<file path="config.mk">
export PLATFORM = sky130hd
export DESIGN_NAME = afifo_stream_reader
export DESIGN_NICKNAME = d
export VERILOG_FILES = /design/src/rtl/afifo_stream_reader.sv
export SDC_FILE = /design/constraint.sdc
export NUM_CORES = 1
export LEC_CHECK = 0
export CORE_ASPECT_RATIO = 0.9
export CORE_UTILIZATION = 51
export CTS_BUF_LIST = sky130_fd_sc_hd__clkbuf_4
export CTS_CLUSTER_DIAMETER = 50
export DETAILED_ROUTE_END_ITERATION = 6
export GPL_ROUTABILITY_DRIVEN = 0
export GPL_TIMING_DRIVEN = 0
export MAX_ROUTING_LAYER = met4
export PLACE_DENSITY = 0.92
export SLEW_MARGIN = 20
export SYNTH_ARGS = -nofsm -noshare
export SYNTH_HDL_FRONTEND = slang
export SYNTH_SLANG_ARGS = --single-unit
</file>
<file path="constraint.sdc">
create_clock -name clk -period 3.32 [get_ports clk]
set_input_delay 0.664 -clock clk [delete_from_list [all_inputs] [get_ports clk]]
set_output_delay 0.664 -clock clk [all_outputs]
set_load 0.02 [all_outputs]
</file>
<file path="src/rtl/afifo_stream_reader.sv">
// rtl/afifo_stream_reader.sv - async FIFO read-side consumer feeding a 2-entry skid-buffered stream
module afifo_stream_reader #(
  parameter int WIDTH       = 32,
  parameter int FRAME_LEN   = 8,
  parameter int COUNT_WIDTH = 16
) (
  input  logic                   clk,
  input  logic                   reset,
  input  logic                   enable,
  input  logic                   fifo_empty,
  input  logic [WIDTH-1:0]       fifo_read_data,
  output logic                   fifo_read_en,
  output logic                   out_valid,
  input  logic                   out_ready,
  output logic [WIDTH-1:0]       out_data,
  output logic                   out_last,
  output logic [COUNT_WIDTH-1:0] word_count
);

  localparam int FC_W = (FRAME_LEN > 1) ? $clog2(FRAME_LEN) : 1;
  localparam logic [FC_W-1:0] FC_LAST = FC_W'(FRAME_LEN - 1);

  localparam logic [1:0] ST_EMPTY = 2'd0;
  localparam logic [1:0] ST_ONE   = 2'd1;
  localparam logic [1:0] ST_TWO   = 2'd2;

  logic [1:0]             state_q, state_d;
  logic [WIDTH-1:0]       head_q, head_d;
  logic [WIDTH-1:0]       skid_q, skid_d;
  logic                   valid_q;
  logic [FC_W-1:0]        frame_cnt_q, frame_cnt_d;
  logic [COUNT_WIDTH-1:0] word_count_q, word_count_d;
  logic                   push, pop;

  // Popping never looks at out_ready: the skid entry absorbs the word in flight.
  assign push = !reset && enable && !fifo_empty && (state_q != ST_TWO);
  assign pop  = valid_q && out_ready;

  always_comb begin
    state_d = state_q;
    head_d  = head_q;
    skid_d  = skid_q;
    case (state_q)
      ST_EMPTY: begin
        if (push) begin
          head_d  = fifo_read_data;
          state_d = ST_ONE;
        end
      end
      ST_ONE: begin
        if (push && pop) begin
          head_d = fifo_read_data;
        end else if (push) begin
          skid_d  = fifo_read_data;
          state_d = ST_TWO;
        end else if (pop) begin
          state_d = ST_EMPTY;
        end
      end
      ST_TWO: begin
        if (pop) begin
          head_d  = skid_q;
          state_d = ST_ONE;
        end
      end
      default: state_d = ST_EMPTY;
    endcase
  end

  always_comb begin
    frame_cnt_d  = frame_cnt_q;
    word_count_d = word_count_q;
    if (pop) begin
      frame_cnt_d  = (frame_cnt_q == FC_LAST) ? '0 : frame_cnt_q + FC_W'(1);
      word_count_d = word_count_q + COUNT_WIDTH'(1);
    end
  end

  always_ff @(posedge clk or posedge reset) begin
    if (reset) begin
      state_q      <= ST_EMPTY;
      head_q       <= '0;
      skid_q       <= '0;
      valid_q      <= 1'b0;
      frame_cnt_q  <= '0;
      word_count_q <= '0;
    end else begin
      state_q      <= state_d;
      head_q       <= head_d;
      skid_q       <= skid_d;
      valid_q      <= (state_d != ST_EMPTY);
      frame_cnt_q  <= frame_cnt_d;
      word_count_q <= word_count_d;
    end
  end

  assign fifo_read_en = push;
  assign out_valid    = valid_q;
  assign out_data     = head_q;
  assign out_last     = valid_q && (frame_cnt_q == FC_LAST);
  assign word_count   = word_count_q;

endmodule
</file>
# ---- Word level (Yosys, flattened, before mapping)
# Index checks and enable logic that the tools add are counted.
dict set report totals {
  n_memories 0
  latchBits 0
  regBits 86
  mem_bits_rw 0
  rom_bits 0
  wordCells 40
  input_bits 37
}
dict set report classes {
  reduce_logical 13
  eq_ne 7
  n_addsub 2
  n_mux 11
  n_lt_le_gt_ge 0
  shifts 0
  n_bitwise 1
  mul 0
  n_div 0
}
# cell n
set op_table {}
lappend op_table {{$mux 32} 3}
lappend op_table {{$pmux 32 s3} 1}
lappend op_table {{$add 16x1->16 const B} 1}
lappend op_table {{$mux 2} 5}
lappend op_table {{$ne 2x2->1 const B} 4}
lappend op_table {{$logic_and 1x1->1} 6}
lappend op_table {{$pmux 2 s3} 1}
lappend op_table {{$reduce_and 4->1} 1}
lappend op_table {{$add 3x1->3 const B} 1}
lappend op_table {{$eq 3x3->1 const B} 1}
lappend op_table {{$mux 3} 1}
lappend op_table {{$reduce_and 3->1} 1}
lappend op_table {{$reduce_bool 3->1} 1}
lappend op_table {{$eq 2x1->1 const B} 1}
lappend op_table {{$eq 2x2->1 const B} 1}
lappend op_table {{$logic_not 1->1} 2}
lappend op_table {{$logic_not 2->1} 1}
lappend op_table {{$reduce_bool 2->1} 1}
lappend op_table {{$not 1->1} 1}

# ---- Depth between registers and ports, before layout
# Gate-level depths: netlist of run 1.
dict set report depth {
  depth_word 8
  mapped_depth 6
}

# ---- Worst setup path after synthesis of run 1
# OpenSTA, ideal clock, no wires.
dict set report synth_path {
  path_type {in2reg}
  from {in reset}
  to {reg skid_q[28]}
  stages 5
  required_ns 3.192
  path_slack_ns 1.373
  t_arrival_ns 1.819
  path_buffers 1
  cell_sequence {or3b_1 -> nor2_1 -> nand3_1 -> buf_2 -> mux2_1}
}
dict set report synth_via {
  elab_chain_cells 7
}
# item line
set synth_lines {}
lappend synth_lines {{start, declared} 8} ;# input logic reset,
lappend synth_lines {{$logic_not 1->1 (no line) (*)} --}
lappend synth_lines {{$logic_and 1x1->1 (*) (3 in series)} 36} ;# assign push = !reset && enable && !fifo_empty && (state_q != ST_TWO);
lappend synth_lines {{$logic_and 1x1->1} 51} ;# if (push && pop) begin
lappend synth_lines {{$not 1->1 (no line)} --}
lappend synth_lines {{$reduce_and 3->1 (no line) (*)} --}
lappend synth_lines {{end signal, assigned} 90} ;# skid_q <= skid_d;
lappend synth_lines {{end, declared} 29} ;# logic [WIDTH-1:0] skid_q, skid_d;
# Mark *: on every way between the ends. The rest lies on a longest branch, timed or not.
# A chain may end at the register's enable or synchronous reset.

# ---- Worst setup path in the final report of run 1
dict set report layout_path {
  from {in reset}
  to {out fifo_read_en}
}
dict set report layout_via {
  elab_chain_cells 4
}
# item line
set layout_lines {}
lappend layout_lines {{$logic_not 1->1 (no line)} --}
lappend layout_lines {{$logic_and 1x1->1 (3 in series)} 36}
lappend layout_lines {{end, declared} 12} ;# output logic fifo_read_en,
# Every way passes these cells.

==> metrics.txt, run 1 <==
most used cell along the critical path=clkdlybuf4s50_1; setup slack after placement=between 0.2 and 0.25 ns; CTS tree=yes; CTS root buffer=clkbuf_4; clock share of power=around 14%; DIE AREA=7330 µm²; largest family of logic cells by synthesized area=compound AO/OA/AOI/OAI gates; GR Overflow Total=0; row cnt=28; Synth Area in Compound Gates=between 10% and 20%; fin crit share=94.7%; CP Capture Type=output port; Clock Tree Buf Depth=2; Synth Area in Adders=under 10%; Detail Route Antenna Nets=0; Max Cap Viol=0; Via density=between 5 and 6; critical path class=in2out; Sw Share=between 30% and 40%; Slew headroom=a little under three fifths; Avg Inst Size Synth=between 10 and 15 µm²; vias=about 2700; Synth Area in XOR/XNOR=~3.7%; crit-path max FO=4; worst clock skew=0.0147 ns; status=finished clean; number of I/O port buffers=87; Residual DRC=0; later-pin clock latency in the skew report=0.42 ns; power per cell area=about 860 nW/µm²; Setup WS post-layout=0.175 ns; Critical Path RT=approximately 2.7 ns; f_max=~320 MHz; Synth Register Bits=86; RSZ-0062 raised after global routing=no; crit-path max cell delay=0.60 ns; htree depth=3; final core utilization=between 70% and 80%; fin area=between 4000 and 5000 µm²; routed wire length=roughly 7600 µm; Die Height=just over 80 µm; nets=between 400 and 500; fin. max-slew vios=0; Die Width=90.2 µm; Metal-1 WL=roughly 3400 µm; Synth Cell Area=around 3600 µm²; Seq pwr share=44.0%; initial core utilization=between 50% and 60%; Sink Count=86; register area share after synthesis=approximately three fifths; switching power=approximately 1.5 mW; fin cells=493; Syn-to-layout area delta=32.1%; uppermost layer routed=met4; commonest non-fill, non-tap cell in the layout=clkdlybuf4s50_1; Syn Inst Count=300; worst slew pin tran=roughly 0.66 ns; largest net degree at the start of global routing=between 50 and 60; Finish-stage setup viols=0; placed inst area=approximately 4600 µm²; fill count=slightly below 500; met2 wire length=3740 µm; vias in the first global route=approximately 2600; drt pass-1 iters=7; core area=6660 µm²; post_cts resized=0; min Tclk post-route=between 3 and 4 ns; element type at the critical path start=input port; wire per inst=approximately 15 µm; HP Class=reg2reg; Synth cell types=30; Top Ports=between 80 and 90; Cell Chain, Critical Path=clkdlybuf4s50_1 -> nor3b_1 -> and2_1 -> clkdlybuf4s50_1; Detailed Place HPWL=5390 µm; peak supply drop=~570 µV; Tot GR Track Use=22.9%; Leak Pwr=approximately 2.0 nW; most frequent cells in the layout=87 x clkdlybuf4s50_1, 86 x dfrtp_1, 36 x nor2_1, 36 x a21oi_1, 34 x mux2_2; CTS buffer count=9; cell internal pwr=2.59 mW; Simple-Gate Fraction of Synth Area=9.12%; Final Hold Fails=0; r2r worst-path depth=5; post-CTS setup buffer count=0; Worst EP arrival=roughly 2.5 ns; hold_ws=roughly 0.49 ns; mux share of post-synthesis cell area=between 10 and 15%; syn nets=between 300 and 400; share of cells above drive strength 1=14.9%; Antenna Cells=0; clock-pin slew on the worst setup and hold paths=approximately 0.11 ns; DR WL met3=around 370 µm; first-pass GRT wire length=about 13000 µm; antenna violations before repair=0; Inst Count DP=between 400 and 500; Logic pwr share=approximately two fifths; cts hold-fix bufs=0; Cells on Worst Hold Path=1; critical-path cell with the highest stage delay=clkdlybuf4s50_1; Synth warnings=0; number of DRC markers in iteration 0=163
-- path summary, 6_finish.rpt --
path	start	to	slack, ns
worst max-delay path	reset	fifo_read_en	0.18
worst min-delay path	word_count[15]	word_count[15]	0.49
worst max register to register	state_q[1]	out_data[25]	1.39
worst min register to register	word_count[15]	word_count[15]	0.49
max in group asynchronous	reset	skid_q[4]	2.04
min in group asynchronous	reset	out_data[19]	0.68
-- cells in the mapped netlist (all sizes together) --
cell type / count / area, µm²
inv: 1 / 3.75
or3b: 1 / 8.76
nor3: 3 / 15.0
a21o: 1 / 7.51
a21boi: 1 / 18.8
or4b: 1 / 10.0
nand2b: 1 / 6.26
o2bb2ai: 1 / 8.76
a21oi: 36 / 180
mux2: 35 / 394
buf: 11 / 70.1
nor3b: 1 / 7.51
clkbuf: 7 / 26.3
nor2: 36 / 135
nand4: 6 / 37.5
and2: 3 / 18.8
nand2: 6 / 22.5
nand3: 5 / 25.0
nand3b: 1 / 7.51
dfrtp: 86 / 2150
xor2: 7 / 61.3
o21ai: 1 / 5.00
ha: 3 / 37.5
xnor2: 8 / 70.1
and3: 3 / 18.8
nor4: 2 / 12.5
o22ai: 33 / 206
-- power by group through the flow --
| stage | Clock [mW] | Combinational [mW] | Sequential, mW |
|---|---|---|---|
| floorplan | 0 | 0.709 | 2.03 |
| global placement | 0 | 1.64 | 1.77 |
| detailed placement | 0 | 1.70 | 1.80 |
| CTS | 0.591 | 1.71 | 1.77 |
| global route | 0.631 | 1.84 | 1.83 |
| finish | 0.576 | 1.69 | 1.78 |
-- worst max-delay path, delay by kind of cell --
kind	cells	cell delay (ns)
buffers and inverters	2	1.09
and+or+nand+nor	2	0.72
-- metal layers --
metal  GRT usage, %  vias up
met2           36.1       79
li1               -     1279
met4           9.19        0
met5              -        -
met3           3.84        8
met1           30.0     1321
-- flip-flops by register name, summed over array words and instances, names as in the netlist --
signal	flops
word_count	16
out_valid	1
skid_q	32
frame_cnt_q	3
state_q	2
out_data	32
-- metrics by stage --
stage          power (mW)  setup TNS, ns
2_1_floorplan        2.74              0
3_3_place_gp         3.41         -71.60
3_5_place_dp         3.50              0
4_1_cts              4.07              0
5_1_grt              4.30              0
6_report             4.04              0
-- logic make-up (layout without fill, tap and decap cells) --
family                     count (synthesis)  after routing
DFF                                       86             86
AOI/OAI and AO/OA                         73             73
and+or+nand+nor                           69             69
muxes                                     35             35
buffers and inverters                     19            122
xor gates and xnor gates                  15             15
adders and majority gates                  3              3
-- area by class of cell --
cell class,instances,area [µm²],area share [%]
Tap cell,90,113,2.39
Clock inverter,4,48.8,1.04
Timing Repair Buffer,88,898,19.1
Sequential cell,86,2150,45.7
Buffer,18,96.3,2.04
Inverter,1,6.26,0.133
Multi-Input combinational cell,195,1320,27.9
Clock buffer,11,82.6,1.75
No activity file was read; power rests on OpenSTA's default activity.
==> inputs of run 2 (changes only) <==
--- a/config.mk
+++ b/config.mk
@@ -13,7 +13,7 @@
 export GPL_ROUTABILITY_DRIVEN = 0
 export GPL_TIMING_DRIVEN = 0
 export MAX_ROUTING_LAYER = met4
-export PLACE_DENSITY = 0.92
+export PLACE_DENSITY = 0.87
 export SLEW_MARGIN = 20
 export SYNTH_ARGS = -nofsm -noshare
 export SYNTH_HDL_FRONTEND = slang
==> run 2 against run 1 <==
Against the previous run:
- register-to-register slack better by 0.02 ns
- clock power increased by 6.9%
- cell area up 0.19%
- highest routed layer unchanged
- first-iteration DRC count is 27% lower
==> metrics.txt, run 2 (synthesis gave the netlist of run 1 again) <==
CTS tree=yes; Inst Count DP=around 480; min Tclk post-route=~3.1 ns; number of I/O port buffers=87; critical-path cell with the highest stage delay=clkdlybuf4s50_1; Cell Chain, Critical Path=nand2b_1 -> buf_2 -> clkbuf_1 -> and2_1 -> clkdlybuf4s50_1; row cnt=28; largest net degree at the start of global routing=46; Leak Pwr=between 2 and 2.5 nW; Die Width=90.2 µm; critical path class=reg2out; Residual DRC=0; fin crit share=approximately 94%; CTS root buffer=clkbuf_4; Top Ports=about 90; Metal-1 WL=about 3600 µm; Detailed Place HPWL=5450 µm; Syn-to-layout area delta=32.3%; crit-path max cell delay=0.62 ns; vias in the first global route=about 2800; Buf/Inv on CP=3; DR WL met3=between 400 and 500 µm; power per cell area=approximately 860 nW/µm²; fin cells=494; Finish-stage setup viols=0; critical path's top delay family=buffers and inverters; antenna violations before repair=0; post_cts resized=0; Critical Path RT=around 2.7 ns; most frequent cells in the layout=87 x clkdlybuf4s50_1, 86 x dfrtp_1, 36 x nor2_1, 36 x a21oi_1, 34 x mux2_2; wire per inst=roughly 16 µm; Detail Route Antenna Nets=0; worst slew pin tran=0.533 ns; cts hold-fix bufs=0; met2 wire length=about 3600 µm; total power draw=between 4 and 5 mW; Antenna Cells=0; uppermost layer routed=met4; post-CTS setup buffer count=0; Worst EP arrival=around 2.5 ns; htree depth=3; later-pin clock latency in the skew report=0.44 ns; CP Capture Type=output port; worst clock skew=between 0.015 and 0.02 ns; clock-pin slew on the worst setup and hold paths=about 0.14 ns; routed wire length=about 7800 µm; drt pass-1 iters=4; share of cells above drive strength 1=~15%; Final Hold Fails=0; crit-path max FO=10; status=finished clean; GR Overflow Total=0; fin. max-slew vios=0; Sink Count=86; element type at the critical path start=register; peak supply drop=506 µV; RSZ-0062 raised after global routing=no; core area=roughly 6700 µm²; number of DRC markers in iteration 0=119; nets=approximately 440; CTS buffer count=9; initial core utilization=a little over half; first-pass GRT wire length=around 13000 µm; register-to-register setup slack=between 1 and 1.5 ns; Tot GR Track Use=about a quarter; Die Height=approximately 81 µm; Slew headroom=between 60 and 70%; commonest non-fill, non-tap cell in the layout=clkdlybuf4s50_1; f_max=roughly 320 MHz; Max Cap Viol=0; Via density=between 5 and 6; vias=roughly 2700; HP Class=reg2reg; Clock Tree Buf Depth=2; DIE AREA=roughly 7300 µm²
run 2: cell count changes in the layout (fill, tap and decap cells not counted):
| cell | delta |
|---|---|
| buf_12 | +1 |
| buf_16 | -1 |
| clkbuf_4 | -2 |
| clkinv_2 | -1 |
| clkinvlp_4 | +1 |
| inv_6 | +2 |
| inv_8 | +1 |
run 2: worst paths after layout:
check	cells after the start	endpoint	start
hold / removal	1	word_count[15]	word_count[15]
hold reg to reg	1	word_count[15]	word_count[15]
max in group asynchronous	3	skid_q[5]	reset
setup / recovery	5	fifo_read_en	state_q[0]
min in group asynchronous	2	skid_q[19]	reset
setup reg to reg	5	out_data[21]	state_q[1]
run 2: area by class of cell:
type	count	area [µm²]
timing repair buffer	88	891
buffer	18	96.3
fill	492	1940
tap	90	113
clock buffer	9	67.6
multi-input combinational	195	1320
clock inverter	7	80.1
inverter	1	6.26
sequential	86	2150
run 2: power by group:
group	switching, mW	leakage, nW	internal (mW)
registers	0.280	1.04	1.49
logic	0.833	0.899	0.852
clock network	0.376	0.0788	0.240
total	1.49	2.02	2.58
run 2: through the flow:
step	setup slack, ns	TNS [ns]	instance area [µm²]	util [%]	hold slack (ns)
after floorplan	0.434	0	3570	-	0.465
after global placement	-0.832	-71.33	4550	68.4	0.464
after detailed placement	0.222	0	4570	68.7	0.466
after CTS	0.160	0	4720	70.9	0.496
after global routing	0.0292	0	4720	70.9	0.529
final	0.195	0	4720	70.9	0.495
run 2: metal layers:
layer  track usage, %  vias to the layer above
met5                -                        -
met4             6.61                        0
met3             7.87                        9
met2             36.6                      101
met1             30.3                     1350
li1                 -                     1281
==> inputs of run 3 (changes only) <==
--- a/config.mk
+++ b/config.mk
@@ -5,10 +5,12 @@
 export SDC_FILE = /design/constraint.sdc
 export NUM_CORES = 1
 export LEC_CHECK = 0
+export CAP_MARGIN = 20
 export CORE_ASPECT_RATIO = 0.9
 export CORE_UTILIZATION = 51
 export CTS_BUF_LIST = sky130_fd_sc_hd__clkbuf_4
 export CTS_CLUSTER_DIAMETER = 50
+export CTS_CLUSTER_SIZE = 24
 export DETAILED_ROUTE_END_ITERATION = 6
 export GPL_ROUTABILITY_DRIVEN = 0
 export GPL_TIMING_DRIVEN = 0
==> results of run 3 <==
No change in the layout: final DEF, timing and power equal those of run 2.
